`src/rtl/pipeline_hazard_ctrl_pkg.sv`:
```
// Shared constants, types and helpers for the 5-stage pipeline hazard controller.
package pipeline_pkg;

  // EX operand forward-select encodings
  localparam logic [1:0] FWD_NONE = 2'b00;
  localparam logic [1:0] FWD_W    = 2'b01;
  localparam logic [1:0] FWD_M    = 2'b10;

  // Architectural zero register; it is never a real producer
  localparam logic [4:0] REG_X0 = 5'd0;

  // RUN: normal flow; MC_WAIT: pipeline frozen behind the iterative EX unit
  typedef enum logic {
    RUN     = 1'b0,
    MC_WAIT = 1'b1
  } hz_state_t;

  // A destination feeds a source only when it is a real register (x0 never matches)
  function automatic logic reg_match(input logic [4:0] rd, input logic [4:0] rs);
    return (rd != REG_X0) && (rd == rs);
  endfunction

endpackage

```
`src/rtl/pipeline_hazard_ctrl_if.sv`:
```
// Bundle of pipeline-side hazard inputs and controller-side stall/flush/forward outputs.
// master = pipeline datapath, slave = hazard controller.
interface pipeline_hazard_ctrl_if #(
  parameter int CNT_W = 16
);

  logic [4:0]       RS1_D;
  logic [4:0]       RS2_D;
  logic [4:0]       RS1_E;
  logic [4:0]       RS2_E;
  logic [4:0]       RD_E;
  logic [4:0]       RD_M;
  logic [4:0]       RD_W;
  logic             RegWriteE;
  logic             RegWriteM;
  logic             RegWriteW;
  logic             ResultSrcE;
  logic             PCSrcE;
  logic             MultiCycleE;
  logic             MC_Done;

  logic [1:0]       ForwardAE;
  logic [1:0]       ForwardBE;
  logic             StallF;
  logic             StallD;
  logic             StallE;
  logic             FlushD;
  logic             FlushE;
  logic             FlushM;
  logic             MC_Timeout;
  logic [CNT_W-1:0] StallCount;

  modport master (
    output RS1_D, RS2_D, RS1_E, RS2_E, RD_E, RD_M, RD_W,
    output RegWriteE, RegWriteM, RegWriteW, ResultSrcE,
    output PCSrcE, MultiCycleE, MC_Done,
    input  ForwardAE, ForwardBE,
    input  StallF, StallD, StallE, FlushD, FlushE, FlushM,
    input  MC_Timeout, StallCount
  );

  modport slave (
    input  RS1_D, RS2_D, RS1_E, RS2_E, RD_E, RD_M, RD_W,
    input  RegWriteE, RegWriteM, RegWriteW, ResultSrcE,
    input  PCSrcE, MultiCycleE, MC_Done,
    output ForwardAE, ForwardBE,
    output StallF, StallD, StallE, FlushD, FlushE, FlushM,
    output MC_Timeout, StallCount
  );

endinterface

```
`src/rtl/pipeline_hazard_ctrl_fwd_sel.sv`:
```
// Combinational forward select for one EX operand; instantiated once per operand.
module hazard_fwd_sel
  import pipeline_pkg::*;
(
  input  logic [4:0] rs_e,
  input  logic [4:0] rd_m,
  input  logic [4:0] rd_w,
  input  logic       reg_write_m,
  input  logic       reg_write_w,
  output logic [1:0] fwd_sel
);

  // M holds the younger result, so it takes priority over W
  always_comb begin
    fwd_sel = FWD_NONE;
    if (reg_write_m && reg_match(rd_m, rs_e)) begin
      fwd_sel = FWD_M;
    end else if (reg_write_w && reg_match(rd_w, rs_e)) begin
      fwd_sel = FWD_W;
    end
  end

endmodule

```
`src/rtl/pipeline_hazard_ctrl.sv`:
```
// Hazard controller for the F/D/E/M/W pipeline: operand forwarding, load-use stalls,
// taken-branch flushes and freezes while the iterative EX unit is busy, plus a
// saturating count of fetch-stall cycles.
module pipeline_hazard_ctrl
  import pipeline_pkg::*;
#(
  parameter int MC_TIMEOUT = 64,
  parameter int CNT_W      = 16
) (
  input logic                   clk,
  input logic                   rst,
  pipeline_hazard_ctrl_if.slave hz
);

  localparam int                  MC_CNT_W      = $clog2(MC_TIMEOUT) + 1;
  localparam logic [MC_CNT_W-1:0] MC_LIMIT      = MC_CNT_W'(MC_TIMEOUT);
  localparam logic [CNT_W-1:0]    STALL_CNT_MAX = '1;

  hz_state_t           state;
  logic [MC_CNT_W-1:0] mc_cnt;
  logic [CNT_W-1:0]    stall_count;
  logic                mc_timeout;

  logic                stall_f;
  logic                stall_d;
  logic                stall_e;
  logic                flush_d;
  logic                flush_e;
  logic                flush_m;
  logic                mc_enter;
  logic                mc_exit_done;
  logic                mc_exit_timeout;
  logic                load_use;
  logic [1:0]          fwd_a;
  logic [1:0]          fwd_b;

  hazard_fwd_sel u_fwd_a (
    .rs_e        (hz.RS1_E),
    .rd_m        (hz.RD_M),
    .rd_w        (hz.RD_W),
    .reg_write_m (hz.RegWriteM),
    .reg_write_w (hz.RegWriteW),
    .fwd_sel     (fwd_a)
  );

  hazard_fwd_sel u_fwd_b (
    .rs_e        (hz.RS2_E),
    .rd_m        (hz.RD_M),
    .rd_w        (hz.RD_W),
    .reg_write_m (hz.RegWriteM),
    .reg_write_w (hz.RegWriteW),
    .fwd_sel     (fwd_b)
  );

  // A load in E whose destination is read by the instruction in D cannot be forwarded in time
  assign load_use = hz.ResultSrcE && hz.RegWriteE &&
                    (reg_match(hz.RD_E, hz.RS1_D) || reg_match(hz.RD_E, hz.RS2_D));

  // Stall/flush decisions are combinational from state and inputs so they act in the same cycle
  always_comb begin
    stall_f         = 1'b0;
    stall_d         = 1'b0;
    stall_e         = 1'b0;
    flush_d         = 1'b0;
    flush_e         = 1'b0;
    flush_m         = 1'b0;
    mc_enter        = 1'b0;
    mc_exit_done    = 1'b0;
    mc_exit_timeout = 1'b0;
    case (state)
      RUN: begin
        if (hz.PCSrcE) begin
          // Taken branch squashes the wrong-path instructions in F-D and D-E
          flush_d = 1'b1;
          flush_e = 1'b1;
        end else if (hz.MultiCycleE) begin
          // A result already valid this cycle needs no freeze at all
          if (!hz.MC_Done) begin
            stall_f  = 1'b1;
            stall_d  = 1'b1;
            stall_e  = 1'b1;
            flush_m  = 1'b1;
            mc_enter = 1'b1;
          end
        end else if (load_use) begin
          // Hold F and D for one cycle and let the load move on with a bubble behind it
          stall_f = 1'b1;
          stall_d = 1'b1;
          flush_e = 1'b1;
        end
      end
      MC_WAIT: begin
        // E is frozen here, so a branch signal from E is stale and deliberately ignored
        if (hz.MC_Done) begin
          mc_exit_done = 1'b1;
        end else if (mc_cnt == MC_LIMIT) begin
          mc_exit_timeout = 1'b1;
        end else begin
          stall_f = 1'b1;
          stall_d = 1'b1;
          stall_e = 1'b1;
          flush_m = 1'b1;
        end
      end
      default: begin
      end
    endcase
  end

  // FSM, wait counter, sticky timeout flag and saturating stall counter
  always_ff @(posedge clk) begin
    if (rst) begin
      state       <= RUN;
      mc_cnt      <= '0;
      stall_count <= '0;
      mc_timeout  <= 1'b0;
    end else begin
      if (stall_f && (stall_count != STALL_CNT_MAX)) begin
        stall_count <= stall_count + CNT_W'(1);
      end
      case (state)
        RUN: begin
          if (mc_enter) begin
            state  <= MC_WAIT;
            mc_cnt <= MC_CNT_W'(1);
          end
        end
        MC_WAIT: begin
          if (mc_exit_done || mc_exit_timeout) begin
            state  <= RUN;
            mc_cnt <= '0;
          end else begin
            mc_cnt <= mc_cnt + MC_CNT_W'(1);
          end
          if (mc_exit_timeout) begin
            mc_timeout <= 1'b1;
          end
        end
        default: begin
          state  <= RUN;
          mc_cnt <= '0;
        end
      endcase
    end
  end

  assign hz.ForwardAE  = fwd_a;
  assign hz.ForwardBE  = fwd_b;
  assign hz.StallF     = stall_f;
  assign hz.StallD     = stall_d;
  assign hz.StallE     = stall_e;
  assign hz.FlushD     = flush_d;
  assign hz.FlushE     = flush_e;
  assign hz.FlushM     = flush_m;
  assign hz.MC_Timeout = mc_timeout;
  assign hz.StallCount = stall_count;

endmodule

```
`src/flat_wrapper.sv`:
```
// flat-port wrapper written by rule: the top's interface ports become plain ports
module pipeline_hazard_ctrl_flat import pipeline_pkg::*;
#(
  parameter int MC_TIMEOUT = 64,
  parameter int CNT_W      = 16
)
  (clk, rst, hz_RS1_D, hz_RS2_D, hz_RS1_E, hz_RS2_E, hz_RD_E, hz_RD_M, hz_RD_W, hz_RegWriteE, hz_RegWriteM, hz_RegWriteW, hz_ResultSrcE, hz_PCSrcE, hz_MultiCycleE, hz_MC_Done, hz_ForwardAE, hz_ForwardBE, hz_StallF, hz_StallD, hz_StallE, hz_FlushD, hz_FlushE, hz_FlushM, hz_MC_Timeout, hz_StallCount);
  pipeline_hazard_ctrl_if #(.CNT_W(CNT_W)) hz_i ();
  input logic clk;
  input logic rst;
  input wire logic [$bits(hz_i.RS1_D)-1:0] hz_RS1_D;
  input wire logic [$bits(hz_i.RS2_D)-1:0] hz_RS2_D;
  input wire logic [$bits(hz_i.RS1_E)-1:0] hz_RS1_E;
  input wire logic [$bits(hz_i.RS2_E)-1:0] hz_RS2_E;
  input wire logic [$bits(hz_i.RD_E)-1:0] hz_RD_E;
  input wire logic [$bits(hz_i.RD_M)-1:0] hz_RD_M;
  input wire logic [$bits(hz_i.RD_W)-1:0] hz_RD_W;
  input wire logic [$bits(hz_i.RegWriteE)-1:0] hz_RegWriteE;
  input wire logic [$bits(hz_i.RegWriteM)-1:0] hz_RegWriteM;
  input wire logic [$bits(hz_i.RegWriteW)-1:0] hz_RegWriteW;
  input wire logic [$bits(hz_i.ResultSrcE)-1:0] hz_ResultSrcE;
  input wire logic [$bits(hz_i.PCSrcE)-1:0] hz_PCSrcE;
  input wire logic [$bits(hz_i.MultiCycleE)-1:0] hz_MultiCycleE;
  input wire logic [$bits(hz_i.MC_Done)-1:0] hz_MC_Done;
  output wire logic [$bits(hz_i.ForwardAE)-1:0] hz_ForwardAE;
  output wire logic [$bits(hz_i.ForwardBE)-1:0] hz_ForwardBE;
  output wire logic [$bits(hz_i.StallF)-1:0] hz_StallF;
  output wire logic [$bits(hz_i.StallD)-1:0] hz_StallD;
  output wire logic [$bits(hz_i.StallE)-1:0] hz_StallE;
  output wire logic [$bits(hz_i.FlushD)-1:0] hz_FlushD;
  output wire logic [$bits(hz_i.FlushE)-1:0] hz_FlushE;
  output wire logic [$bits(hz_i.FlushM)-1:0] hz_FlushM;
  output wire logic [$bits(hz_i.MC_Timeout)-1:0] hz_MC_Timeout;
  output wire logic [$bits(hz_i.StallCount)-1:0] hz_StallCount;
  assign hz_i.RS1_D = hz_RS1_D;
  assign hz_i.RS2_D = hz_RS2_D;
  assign hz_i.RS1_E = hz_RS1_E;
  assign hz_i.RS2_E = hz_RS2_E;
  assign hz_i.RD_E = hz_RD_E;
  assign hz_i.RD_M = hz_RD_M;
  assign hz_i.RD_W = hz_RD_W;
  assign hz_i.RegWriteE = hz_RegWriteE;
  assign hz_i.RegWriteM = hz_RegWriteM;
  assign hz_i.RegWriteW = hz_RegWriteW;
  assign hz_i.ResultSrcE = hz_ResultSrcE;
  assign hz_i.PCSrcE = hz_PCSrcE;
  assign hz_i.MultiCycleE = hz_MultiCycleE;
  assign hz_i.MC_Done = hz_MC_Done;
  assign hz_ForwardAE = hz_i.ForwardAE;
  assign hz_ForwardBE = hz_i.ForwardBE;
  assign hz_StallF = hz_i.StallF;
  assign hz_StallD = hz_i.StallD;
  assign hz_StallE = hz_i.StallE;
  assign hz_FlushD = hz_i.FlushD;
  assign hz_FlushE = hz_i.FlushE;
  assign hz_FlushM = hz_i.FlushM;
  assign hz_MC_Timeout = hz_i.MC_Timeout;
  assign hz_StallCount = hz_i.StallCount;
  pipeline_hazard_ctrl #(.MC_TIMEOUT(MC_TIMEOUT), .CNT_W(CNT_W)) u_core (.clk(clk), .rst(rst), .hz(hz_i));
endmodule
```
`config.mk`:
```
export PLATFORM = sky130hd
export DESIGN_NAME = pipeline_hazard_ctrl_flat
export DESIGN_NICKNAME = d
export VERILOG_FILES = /design/src/rtl/pipeline_hazard_ctrl_pkg.sv /design/src/rtl/pipeline_hazard_ctrl_if.sv /design/src/rtl/pipeline_hazard_ctrl_fwd_sel.sv /design/src/rtl/pipeline_hazard_ctrl.sv /design/src/flat_wrapper.sv
export SDC_FILE = /design/constraint.sdc
export NUM_CORES = 1
export LEC_CHECK = 0
export CAP_MARGIN = 20
export CORE_ASPECT_RATIO = 0.75
export CORE_MARGIN = 2
export CORE_UTILIZATION = 35
export CTS_CLUSTER_DIAMETER = 30
export DETAILED_ROUTE_END_ITERATION = 6
export GPL_TIMING_DRIVEN = 0
export PLACE_DENSITY = 0.65
export SLEW_MARGIN = 25
export SYNTH_ARGS = -nofsm -noshare
export SYNTH_HDL_FRONTEND = slang
export SYNTH_SLANG_ARGS = --single-unit
```
`constraint.sdc`:
```
create_clock -name clk -period 3.1 [get_ports clk]
set_clock_uncertainty 0.05 [all_clocks]
set_input_delay 0.93 -clock clk [delete_from_list [all_inputs] [get_ports clk]]
set_output_delay 0.93 -clock clk [all_outputs]
set_load 0.1 [all_outputs]
```
# Yosys cells after proc, flatten, opt, wreduce, memory -nomap -nowiden
# Cells that the tools add are included.
# classes
n_addsub	2
mul	0
div_mod_pow	0
order_cmp	0
n_eq_ne	9
n_shift	0
mux	31
bitwise_logic	1
reduce_logical	19
# op_table
cell	count
$eq 5x5->1	6
$mux 1	23
$add 16x1->16 const B	1
$ne 16x16->1 const B	1
$reduce_bool 5->1	3
$mux 7	2
$pmux 7 s2	1
$logic_and 1x1->1	13
$add 7x1->7 const B	1
$eq 7x7->1 const B	1
$pmux 1 s2	3
$mux 2	2
$logic_or 1x1->1	2
$ne 2x1->1 const B	1
$reduce_and 2->1	1
$not 1->1	1
# totals
register_bits	25
latchBits	0
ramBits	0
rom_bits	0
inputBits	44
out_inout_bits	27
word_cells	66
memories	0

# Depth between registers and ports, before layout
# depth
ltp_word	9
ltp_mapped	9
ltp_nobuf	8

# Cells and area by module
# A second synthesis with hierarchy kept.
# unflattened
hier_cells	222
hier_area_um2	1816.7
# by_module_without_submodules
mod	instances	cells_per_inst	area_per_inst_um2	seq_area_each_um2
pipeline_hazard_ctrl	1	182	1514.0	500.5
hazard_fwd_sel	2	20	151.4	0.0

# Least setup slack after synthesis
# Ideal clock, no wire load.
# synth_timing
path_type	in2out
startpoint	input port hz_RD_M[4]
endpoint	output port hz_ForwardAE[0]
arrival_ns	6.133
required_ns	2.120
setup_slack_ns	-4.013
path_stages	4
n_path_buf	0
cell_sequence	xnor2_1 -> nand3_1 -> nor4_1 -> nor4_1
# synth_between
elab_chain_cells	4
elab_cells_between_ends	5
cone_classes	eq/ne: 1; mux: 1; reduce/logical: 3
# synth_rtl
element	line_no	text
start, declared	flat_wrapper.sv:16	input wire logic [$bits(hz_i.RD_M)-1:0] hz_RD_M;
$eq 5x5->1 / $reduce_bool 5->1 (equally long branches)	pipeline_hazard_ctrl_pkg.sv:20	return (rd != REG_X0) && (rd == rs);
$logic_and 1x1->1 (*)	pipeline_hazard_ctrl_pkg.sv:20	
$logic_and 1x1->1 (*)	pipeline_hazard_ctrl_fwd_sel.sv:16	if (reg_write_m && reg_match(rd_m, rs_e)) begin
$mux 2 (*)	pipeline_hazard_ctrl_fwd_sel.sv:16	
end, declared	flat_wrapper.sv:25	output wire logic [$bits(hz_i.ForwardAE)-1:0] hz_ForwardAE;
# Mark *: on every way between the ends. The rest lies on a longest branch, timed or not.

# Worst setup path after layout
# layout_timing
startpoint	input port hz_RD_M[3]
endpoint	output port hz_ForwardAE[0]
# Same word-level chain as after synthesis.

==> impl_metrics.json <==
{
  "finalSetupViolations": 5,
  "finalWorstSetupSlack_ps": -284,
  "avgSynthCellArea_um2": 7.92,
  "synth_area_um2": 1770,
  "synthCells": 224,
  "synth-edff-count": 0,
  "drc_errors": 0,
  "io_pins": 71,
  "final_cell_area_um2": 3000,
  "clock_sink_count": 25,
  "syn2layout_area_growth_pct": 69.0,
  "drt.antenna.violating_nets": 0,
  "clockBufferDepth": 2,
  "required_ps": 2120,
  "antenna_found_initial": 0,
  "yosysTopAreaCellShare_pct": 28.2,
  "fin_nets": 368,
  "critPathKind": "primary input to output port",
  "place.port_buffers": 69,
  "synth_seq_cells": 25,
  "synth_common_cells": "25 x dfxtp_1, 24 x nor2_1, 24 x xor2_1",
  "drt_first_pass_iters": 4,
  "power_density_nw_per_um2": 266,
  "ff2ff_setup_slack_ps": 710,
  "num_rows": 22,
  "synth.most_common_cell": "dfxtp_1",
  "hold_class": "register to register",
  "grt-ovfl-total": 0,
  "min_path_cells": 2,
  "min_period_over_period_pct": 109,
  "synthTopCellsByArea": "dfxtp_1 28%, xor2_1 12%, a21oi_1 5.4%",
  "cap_violations": 0,
  "min_to": "u_core.hz.MC_Timeout",
  "antenna_cells": 0,
  "grt_max_degree": 16,
  "avgRoutedWirePerCell_um": 15.1,
  "ctsHoldBuffers": 0,
  "yosysTopAreaCell": "dfxtp_1",
  "reg2regPathDepth": 13,
  "finalHoldViolations": 0,
  "p_leak_nw": 1.19,
  "synthFlopType": "dfxtp_1",
  "drt_iter0_drc": 67,
  "insertion_delay_ps": 270,
  "die_height_um": 65.7,
  "core_area_um2": 4900,
  "dp.final_hpwl_mm": 4.13,
  "status": "finished with violations",
  "max_freq_mhz": 296,
  "start_util_pct": 36.2,
  "dieArea_um2": 5660,
  "drv_slew": 0,
  "cts_tree": "built",
  "slew_headroom_pct": 34.5,
  "ir_worst_vdd_mv": 0.224,
  "yosysUniqueCellTypes": 42,
  "finish.utilization_pct": 61.2,
  "r2r-end": "u_core.hz.StallCount[7]",
  "grt_use_total_pct": 20.5,
  "path_clk_slew_ps": 90,
  "wl_mm": 5.73,
  "place_area_um2": 2700,
  "synth_fp_nets": 271,
  "critical_path_arrival_ps": 2400,
  "cts_root_buf": "clkbuf_8",
  "cts-buffers-inserted": 3,
  "via_per_inst": 5.26,
  "period_minus_slack_ps": 3380,
  "violations": "negative setup slack",
  "setup.worst_path.start_class": "primary input",
  "r2r-start": "u_core.state",
  "worstMarginPinSlew_ps": 980,
  "fill_cells": 425,
  "crit_fanout": 3,
  "worstHoldStart": "u_core.hz.MC_Timeout",
  "drive_gt1_share_pct": 34.7,
  "yosysSeqAreaShare_pct": 28.2,
  "routabilityCongestion": 0.833,
  "cp-end-kind": "output port",
  "ys_async_sr_fraction_pct": 0,
  "design_power_total_w": 0.000797,
  "yosysWarningCount": 0,
  "rsz0062_at_grt": "true",
  "grt_pass1_vias": 1956,
  "htree_num_levels": 1,
  "grt_pass1_wl_mm": 9.38,
  "die_x_um": 86.2,
  "vias": 1997,
  "critical_path.startpoint": "hz_RD_M[3]"
}
worst max-delay path, stage by stage:
cell and delay (ps):
buf_4 140, or4_4 490, o21ai_4 150, buf_6 120, nor4_4 40, nor4_4 280, buf_6 260
how the worst max path moves through the flow:
stage,to,slack [ps],cells past startpoint
6_report,hz_ForwardAE[0],-280,7
5_1_grt,hz_ForwardAE[0],-350,7
4_1_cts,hz_ForwardAE[0],-340,7
3_5_place_dp,hz_ForwardAE[0],-1620,6
3_3_place_gp,hz_ForwardBE[0],-1630,6
2_1_floorplan,hz_ForwardAE[0],-760,4
state kept, by name (all words and copies together), names as in the netlist:
signal                count
u_core.hz.StallCount     16
u_core.state              1
u_core.mc_cnt             7
u_core.hz.MC_Timeout      1
logic make-up after synthesis:
family / share of synthesized area, %
flip-flops: 28.2
buffers and inverters: 5.43
AO/OA/AOI/OAI: 19.9
multiplexers: 1.27
AND/OR/NAND/NOR: 28.3
XOR/XNOR: 14.8
adder cells (fa/ha/maj): 2.12
layout make-up:
cell class	instances	area (µm²)	area share (%)
plain buffers	10	66.3	2.21
clock buffers	3	41.3	1.38
clock inverters	1	7.51	0.250
inverters	11	52.6	1.75
multi-input cells	178	1400	46.8
flip-flops and latches	25	500	16.7
well taps	60	75.1	2.50
repair buffers	92	851	28.4
metal layers:
metal | wire length [µm] | track usage, % | up-vias
met2 | 2780 | 34.9 | 42
met3 | 194 | 3.39 | 9
li1 | - | - | 1009
met1 | 2700 | 28.4 | 937
met5 | 0 | 0 | -
met4 | 58 | 2.34 | 0
power breakdown:
part / switching (W) / internal (W) / total [W]
Combinational: 0.000151 / 0.000116 / 0.000267
Sequential: 0.00000385 / 0.000324 / 0.000327
Clock: 0.000111 / 0.0000913 / 0.000203
Total: 0.000266 / 0.000531 / 0.000797
layout by cell type (no fill, tap or decap), types with 3 or more instances in the layout:
cell type	count
o31ai_1	6
dlygate4sd2_1	4
nor4_4	4
ha_1	3
dfxtp_1	25
clkbuf_1	3
buf_6	13
nor3_2	3
or4_1	6
clkbuf_8	3
clkdlybuf4s50_1	17
nand2_1	9
clkbuf_2	8
buf_2	11
and3_1	9
buf_4	24
nand3_1	13
xnor2_2	6
nor2_1	22
inv_1	8
buf_8	5
dlymetal6s2s_1	3
clkdlybuf4s15_1	6
a41o_1	4
o2111ai_1	4
or4_4	4
a21oi_1	18
o21ai_0	5
xor2_1	23
buf_12	4
nor2b_1	3
per-stage QoR:
stage	TNS [ps]	std cells	setup WS [ps]	hold slack (ps)
floorplan	-2100	224	-761	421
CTS	-750	377	-340	428
global placement	-13190	353	-1630	406
finish	-642	380	-284	419
detailed placement	-13350	353	-1620	405
global route	-891	380	-348	485
timing repair:
| action | in CTS | in global routing |
|---|---|---|
| resized for setup | 180 | 61 |
| endpoints found under the setup margin | 10 | 12 |
| buffers inserted | 20 | 4 |
| cloned | 0 | 0 |
| pin swaps | 22 | 17 |
No activity file was read; power rests on OpenSTA's default activity.
